==> config.mk <==
export PLATFORM = sky130hd
export DESIGN_NAME = alu_arbiter
export DESIGN_NICKNAME = d
export VERILOG_FILES = /design/src/rtl/alu_arbiter.sv
export SDC_FILE = /design/constraint.sdc
export NUM_CORES = 1
export LEC_CHECK = 0
export ABC_AREA = 1
export BUFFER_PORTS_ARGS = -buffer_cell sky130_fd_sc_hd__buf_2
export CAP_MARGIN = 20
export CORE_MARGIN = 2
export CORE_UTILIZATION = 56
export DETAILED_ROUTE_END_ITERATION = 10
export HOLD_SLACK_MARGIN = 0.12
export PLACE_DENSITY_LB_ADDON = 0.3
export SYNTH_ARGS = -nofsm -noshare
export SYNTH_HDL_FRONTEND = slang
export SYNTH_SLANG_ARGS = --single-unit
==> constraint.sdc <==
create_clock -name clk -period 5.84 [get_ports clk]
set_input_delay 0.292 -clock clk [delete_from_list [all_inputs] [get_ports clk]]
set_output_delay 0.292 -clock clk [all_outputs]
set_load 0.01 [all_outputs]
==> src/rtl/alu_arbiter.sv <==
// alu_arbiter: two requesters share one 4-bit ALU with a single operation in flight.
// Define ALU_ARB_FIXED_PRIORITY_EN for fixed priority (requester 0 first) instead of round-robin.

module alu (
   input  logic [2:0] i_op,
   input  logic [3:0] i_x,
   input  logic [3:0] i_y,
   output logic [3:0] o_s_c,
   output logic       o_c_c,
   output logic       o_zero_c,
   output logic       o_ovf_c
);
   localparam int unsigned W = 4;

   logic         w_cin;
   logic         w_arith;
   logic         w_ovf;
   logic [W-1:0] w_yb;
   logic [W:0]   w_sum;

   // Sub, less-than and equal all reuse the adder as X + ~Y + 1.
   always_comb begin
      w_cin   = (i_op == 3'b001) || (i_op == 3'b110) || (i_op == 3'b111);
      w_yb    = w_cin ? ~i_y : i_y;
      w_sum   = (W+1)'(i_x) + (W+1)'(w_yb) + (W+1)'(w_cin);
      w_ovf   = (i_x[W-1] == w_yb[W-1]) && (w_sum[W-1] != i_x[W-1]);
      w_arith = 1'b0;
      o_s_c   = '0;
      case (i_op)
         3'b000, 3'b001: begin
            o_s_c   = w_sum[W-1:0];
            w_arith = 1'b1;
         end
         3'b010: o_s_c = ~i_x;
         3'b011: o_s_c = i_x & i_y;
         3'b100: o_s_c = i_x | i_y;
         3'b101: o_s_c = i_x ^ i_y;
         3'b110: begin
            o_s_c   = {3'b000, w_sum[W-1] ^ w_ovf};
            w_arith = 1'b1;
         end
         default: begin
            o_s_c   = {3'b000, (w_sum[W-1:0] == 4'h0)};
            w_arith = 1'b1;
         end
      endcase
      o_c_c    = w_arith & w_sum[W];
      o_ovf_c  = w_arith & w_ovf;
      o_zero_c = (o_s_c == 4'h0);
   end
endmodule

module alu_arbiter (
   input  logic       clk,
   input  logic       rst,
   input  logic [1:0] req_valid,
   output logic [1:0] req_ready,
   input  logic [5:0] req_op,
   input  logic [7:0] req_x,
   input  logic [7:0] req_y,
   output logic       rsp_valid,
   input  logic       rsp_ready,
   output logic       rsp_id,
   output logic [3:0] rsp_s,
   output logic       rsp_c,
   output logic       rsp_zero,
   output logic       rsp_overflow
);
   localparam int unsigned W   = 4;
   localparam int unsigned OPW = 3;

   localparam logic [1:0] IDLE = 2'b00;
   localparam logic [1:0] EXEC = 2'b01;
   localparam logic [1:0] RESP = 2'b10;

   logic [1:0]     r_state;
   logic [1:0]     w_state_nxt;
   logic           w_gnt;
   logic [1:0]     w_ready;
   logic           w_xfer;

   logic [OPW-1:0] r_op;
   logic [W-1:0]   r_x;
   logic [W-1:0]   r_y;
   logic           r_id;

   logic [W-1:0]   w_alu_s;
   logic           w_alu_c;
   logic           w_alu_zero;
   logic           w_alu_ovf;

   logic           r_rsp_id;
   logic [W-1:0]   r_rsp_s;
   logic           r_rsp_c;
   logic           r_rsp_zero;
   logic           r_rsp_ovf;

`ifdef ALU_ARB_FIXED_PRIORITY_EN
   assign w_gnt = ~req_valid[0];
`else
   logic r_last;

   // Under contention the requester not granted last wins.
   assign w_gnt = (&req_valid) ? ~r_last : req_valid[1];

   always_ff @(posedge clk) begin
      if (rst) begin
         r_last <= 1'b1;
      end else if (w_xfer) begin
         r_last <= w_gnt;
      end
   end
`endif

   assign w_ready   = ((r_state == IDLE) && (|req_valid)) ? (w_gnt ? 2'b10 : 2'b01) : 2'b00;
   assign w_xfer    = |(req_valid & w_ready);
   assign req_ready = w_ready;

   always_ff @(posedge clk) begin
      if (rst) begin
         r_state <= IDLE;
      end else begin
         r_state <= w_state_nxt;
      end
   end

   always_comb begin
      w_state_nxt = r_state;
      case (r_state)
         IDLE:    if (w_xfer) w_state_nxt = EXEC;
         EXEC:    w_state_nxt = RESP;
         RESP:    if (rsp_ready) w_state_nxt = IDLE;
         default: w_state_nxt = IDLE;
      endcase
   end

   alu u_alu (
      .i_op     (r_op),
      .i_x      (r_x),
      .i_y      (r_y),
      .o_s_c    (w_alu_s),
      .o_c_c    (w_alu_c),
      .o_zero_c (w_alu_zero),
      .o_ovf_c  (w_alu_ovf)
   );

   // Operands latched on transfer; results latched leaving EXEC and held through RESP.
   always_ff @(posedge clk) begin
      if (rst) begin
         r_op       <= '0;
         r_x        <= '0;
         r_y        <= '0;
         r_id       <= 1'b0;
         r_rsp_id   <= 1'b0;
         r_rsp_s    <= '0;
         r_rsp_c    <= 1'b0;
         r_rsp_zero <= 1'b0;
         r_rsp_ovf  <= 1'b0;
      end else begin
         if (w_xfer) begin
            r_op <= w_gnt ? req_op[5:3] : req_op[2:0];
            r_x  <= w_gnt ? req_x[7:4]  : req_x[3:0];
            r_y  <= w_gnt ? req_y[7:4]  : req_y[3:0];
            r_id <= w_gnt;
         end
         if (r_state == EXEC) begin
            r_rsp_id   <= r_id;
            r_rsp_s    <= w_alu_s;
            r_rsp_c    <= w_alu_c;
            r_rsp_zero <= w_alu_zero;
            r_rsp_ovf  <= w_alu_ovf;
         end
      end
   end

   assign rsp_valid    = (r_state == RESP);
   assign rsp_id       = r_rsp_id;
   assign rsp_s        = r_rsp_s;
   assign rsp_c        = r_rsp_c;
   assign rsp_zero     = r_rsp_zero;
   assign rsp_overflow = r_rsp_ovf;
endmodule

======== Yosys cells after proc, flatten, opt, wreduce, memory -nomap -nowiden ========
Index checks and enable logic that the tools add are counted.
operators by class
  $add $sub $neg .......................... 2
  multipliers ............................. 0
  div/mod/pow operators ................... 0
  magnitude comparators ................... 0
  equal/unequal tests ..................... 13
  shifts and indexed selects .............. 0
  mux-type cells .......................... 12
  bitwise logic cells ..................... 10
  reductions and logical operators ........ 14
operator list
  operator                                       count
  one-hot mux 4 bit (6 select lines)             1
  == test 3 bit, second input constant           4
  2-to-1 mux 4 bit                               3
  logical NOT 4 bit                              2
  2-to-1 mux 2 bit                               4
  inverter 4 bit                                 2
  == test 3 x 2 -> 1 bit, second input constant  2
  one-hot mux 2 bit (3 select lines)             1
  OR reduction 2 bit                             3
  adder 4 x 4 -> 5 bit                           1
  adder 5 x 1 -> 5 bit                           1
  AND 4 bit                                      1
  OR 4 bit                                       1
  AND reduction 2 bit                            2
  OR reduction 4 bit                             1
  XOR 4 bit                                      1
  == test 3 x 1 -> 1 bit, second input constant  1
  logical NOT 3 bit                              1
  2-to-1 mux 3 bit                               1
  AND 1 bit                                      2
  AND 2 bit                                      1
  == test 2 x 1 -> 1 bit, second input constant  1
  == test 2 bit, second input constant           1
  logical AND 1 bit                              2
  other kinds (9)                                11
word-level totals
  flip-flop bits (word level) ............. 23
  latch bits .............................. 0
  bits in writable memories ............... 0
  memory bits (read-only) ................. 0
  output and inout port bits .............. 11
  logic and storage cells ................. 62
  memories kept ........................... 0

======== Logic depth before layout (Yosys ltp) ========
  depth after elaboration ................. 11
  depth in mapped cells ................... 16

======== Modules after synthesis ========
From an unflattened synthesis, not the netlist that was laid out.
second synthesis, totals
  cell total of the unflattened synthesis .. 238
  area total of the unflattened synthesis .. 1,575.3 µm²
modules (own cells, without submodules)
  module       times used  cells an instance  area an instance (µm²)  sequential area each (µm²)
  alu_arbiter  1           141                1,011.0                 460.4
  alu          1           97                 564.3                   0.0

======== Worst setup path before layout ========
Ideal clock, no wire load.
  path type ............................... register to register
  start point ............................. register r_op[1]
  end point ............................... register r_rsp_zero, in the netlist rsp_zero
  library setup time ...................... 0.125 ns
  arrival ................................. 2.152 ns
  setup slack ............................. 3.563 ns
  stages on the path, launching flop included .. 13
  path buffers ............................ 0
  clock period less this slack ............ 2.277 ns
  cells stage by stage .................... dfxtp_1 > nor2_2 > nand2_1 > nand2_1 > xor2_1 > fa_1 > nor3_1 > a21boi_0 > nand3_1 > nand3_1 > nor2_1 > nor2_1 > nor2_2
between the ends
  word-level cells in the longest chain between the ends .. 11
  elaborated cells on any way between the ends .. 21
  classes of those cells .................. add/sub: 2; eq/ne: 9; mux: 2; bitwise: 1; reduce/logical: 7
RTL lines
  element                                                         line    RTL
  start: declaration                                              82      logic [OPW-1:0] r_op;
  start signal: assignment                                        161     r_op <= w_gnt ? req_op[5:3] : req_op[2:0];
  == test 3 x 1 -> 1 bit / == test 3 bit (equally long branches)  23, 29
  logical OR 1 bit (2 in series)                                  23      w_cin = (i_op == 3'b001) || (i_op == 3'b110) || (i_op == 3'b111);
  2-to-1 mux 4 bit                                                24      w_yb = w_cin ? ~i_y : i_y;
  adder 4 x 4 -> 5 bit                                            25      w_sum = (W+1)'(i_x) + (W+1)'(w_yb) + (W+1)'(w_cin);
  adder 5 x 1 -> 5 bit                                            25
  != test 1 bit                                                   26      w_ovf = (i_x[W-1] == w_yb[W-1]) && (w_sum[W-1] != i_x[W-1]);
  logical AND 1 bit                                               26
  XOR 1 bit                                                       39      o_s_c = {3'b000, w_sum[W-1] ^ w_ovf};
  one-hot mux 4 bit (6 select lines) (*)                          29      case (i_op)
  logical NOT 4 bit (*)                                           49      o_zero_c = (o_s_c == 4'h0);
  end signal: assignment                                          170     r_rsp_zero <= w_alu_zero;
  end: declaration                                                95      logic r_rsp_zero;
Every way passes the cells marked *; elsewhere a longest branch is shown, timed or not.
A chain may end at the register's enable or synchronous reset.

======== Worst setup path in the final report ========
  start point ............................. register r_op[2]
  end point ............................... register r_rsp_zero, in the netlist rsp_zero
Same word-level chain as after synthesis.

==> metrics.md <==
| Metric | Value |
|---|---|
| Multi-input logic area | 860 um^2 |
| Period minus WS final | 2.64 ns |
| Final period util | 45.2% |
| Slowest cell on the critical path | fa_1 |
| Die W | 55.2 um |
| Seq/Total Area, Yosys | 31.4% |
| Aggregate routed wire length | 3200 um |
| Top cells by area, synth | dfxtp_1 31%, nand2_1 15%, ha_1 9.4% |
| Critical-path cell list | nor2_2 > nand2_1 > nand2_1 > xor2_1 > fa_1 > nor3_1 > a21boi_0 > nand3_1 > nand3_1 > nor2_1 > nor2_1 > nor2_2 |
| Distinct cells, synth | 28 |
| Clk sinks | 23 |
| P per Cell Area | 237 nW/um^2 |
| Post-synth EDFFs | 0 |
| Crit Path Category | reg2reg |
| Post CTS Setup Buffer Count | 0 |
| Total power | 400 uW |
| CTS Buf Count | 3 |
| Final Util | 68.2% |
| Reg area | 460 um^2 |
| Rel. slew slack | 43.7% |
| H-Tree Depth | 1 |
| Worst setup SP type | register |
| Final setup vio count | 0 |
| Antenna cell count | 0 |
| First-pass GRT wire length | 5180 um |
| DRC viols | 0 |
| Synth Cell Area | 1470 um^2 |
| Layout cells sized above 1 | 22.3% |
| Worst Reg-to-Reg Cells | 12 |
| Pre-antenna DRT Iters | 4 |
| Cell Count, Final, Fillers Out | 281 |
| RSZ-0062 raised after global routing | false |
| Hold Vio Cnt, Final | 0 |
| Fmax | 0.379 GHz |
| Avg Cell Area, Syn | 6.79 um^2 |
| Row cnt | 18 |
| Worst hold margin | 0.219 ns |
| Setup TNS | 0 ns |
| VDD IR max | 0.000177 V |
| Gr ovfl total | 0 |
| Yosys top cell area share | 31.4% |
| Slew @ Worst Pin | 0.844 ns |
| Worst Path Required | 6.04 ns |
| Initial antenna violation count | 0 |
| Pin count of the biggest net entering global routing | 21 |
| Final Max Tran Viols | 0 |
| # hold bufs at CTS | 0 |
| Syn Inst Count | 216 |
| Dpl cells | 276 |
| Starting DRC count in detailed routing | 24 |
| Largest area contributor in the synthesized netlist | dfxtp_1 |
| CTS max path bufs | 2 |
| FF-to-FF setup slack | 3.20 ns |
| Area growth syn-to-layout | 15.2% |
| Antenna Nets Post-Route | 0 |
| Die Ht | 55.2 um |
| Most frequent cells in the layout | 57 x nand2_1, 37 x buf_2, 24 x inv_1, 23 x dfxtp_1, 17 x nor2_1 |
| #FFs+latches synth | 23 |
| Nets | 291 |
| Fillers | 226 |
| Average wire per standard cell | 11.4 um |
| Clock Pin Slew Worst Setup and Hold Paths | 0.12 ns |
| Vias | 1,452 |
| Root Buffer | clkbuf_4 |
| Vias in the first global route | 1,199 |
| Worst path max stage delay | 0.50 ns |
| Vias per cell | 5.17 |
| Async SR Flop Fraction | 0% |
| Final RePlAce weighted congestion | 0.921 |
| Die area | 3040 um^2 |
| CP Data Arrival Time | 2.84 ns |
| Worst hold path class | in2reg |
| Starting Density | 59.2% |
| Setup Skew | 0.00158 ns |
| Clock Latency Late Sink | 0.30 ns |
| Maximum fanout along the worst path | 11 |
| Synth Flop Type | dfxtp_1 |
| Lkg Pwr | 0.838 nW |
| MaxCap Viol Count | 0 |
| # IOs | 38 |
| Status | finished, final reports clean |
| CTS tree | built |
| Syn Nets | 255 |
| Total track usage | 23.4% |
| Commonest non-fill, non-tap cell in the layout | nand2_1 |
| Port bufs | 37 |
| Synthesis Warnings | 0 |
| Hpwl dp | 2590 um |
| CP endpoint kind | register |
| Core area | 2480 um^2 |
| Hold Path Stages | 4 |
| Post_cts resized | 0 |
## area by class of cell
type / count / share of cell area (%)
multi-input combinational: 156 / 50.9
sequential: 23 / 27.3
timing repair buffer: 38 / 11.4
inverter: 30 / 6.67
tap: 30 / 2.22
clock buffer: 4 / 1.56
## flip-flops by register name (all words and copies together) (netlist names)
name          flops
rsp_overflow      1
r_y               4
r_op              3
rsp_zero          1
r_id              1
rsp_id            1
r_state           2
r_last            1
rsp_c             1
rsp_s             4
r_x               4
## cells in the mapped netlist, types with 4 or more instances
cell     number
a21oi_1      10
nand2_1      57
ha_1         11
inv_2         6
nand3_2       4
a31oi_1      11
o21ai_0       6
nor2_1       17
nor2_2        4
dfxtp_1      23
inv_1        24
nand3_1      15
## worst max-delay path, delay by kind of cell, from the launching register on
family          cells  cell delay, ns
simple gates        9            1.12
fa+ha+maj           1            0.50
flops               1            0.45
xor+xnor            1            0.28
compound gates      1            0.20
## stage by stage
stage	setup WS [ns]	area, um^2
2_1_floorplan	3.56	1470
3_3_place_gp	3.39	1660
3_5_place_dp	3.21	1660
4_1_cts	3.20	1680
5_1_grt	3.02	1690
6_report	3.20	1690
## cell families (layout without fill, tap and decap cells)
| group | count (synthesis) | count (layout) | synth area share, % |
|---|---|---|---|
| adder cells (fa/ha/maj) | 12 | 12 | 10.8 |
| XOR/XNOR | 3 | 3 | 1.79 |
| AO/OA/AOI/OAI | 35 | 35 | 13.9 |
| buffers and inverters | 37 | 72 | 9.98 |
| AND/OR/NAND/NOR | 106 | 106 | 32.2 |
| flip-flops | 23 | 23 | 31.4 |
## worst paths after layout
kind	start	end
worst min-delay path	rsp_ready	r_state[1]$_SDFFE_PP0P_
worst max register to register	r_op[2]$_SDFFE_PP0P_	rsp_zero$_SDFFE_PP0N_
worst min register to register	rsp_overflow$_SDFFE_PP0N_	rsp_overflow$_SDFFE_PP0N_
worst max-delay path	r_op[2]$_SDFFE_PP0P_	rsp_zero$_SDFFE_PP0N_
## layer usage
layer / track usage (%) / vias up / share of wire [%]
met5: 0 / - / 0
met4: 6.10 / 0 / 0
met3: 3.23 / 0 / 4.8
met2: 38.7 / 35 / 47
met1: 31.9 / 640 / 48
li1: - / 777 / -
## power breakdown
| group | internal (mW) | switching, mW | total, mW |
|---|---|---|---|
| clock network | 0.0267 | 0.0448 | 0.0715 |
| registers | 0.172 | 0.0181 | 0.190 |
| logic | 0.0544 | 0.0837 | 0.138 |
| total | 0.253 | 0.147 | 0.400 |
No activity file was read; power rests on OpenSTA's default activity.
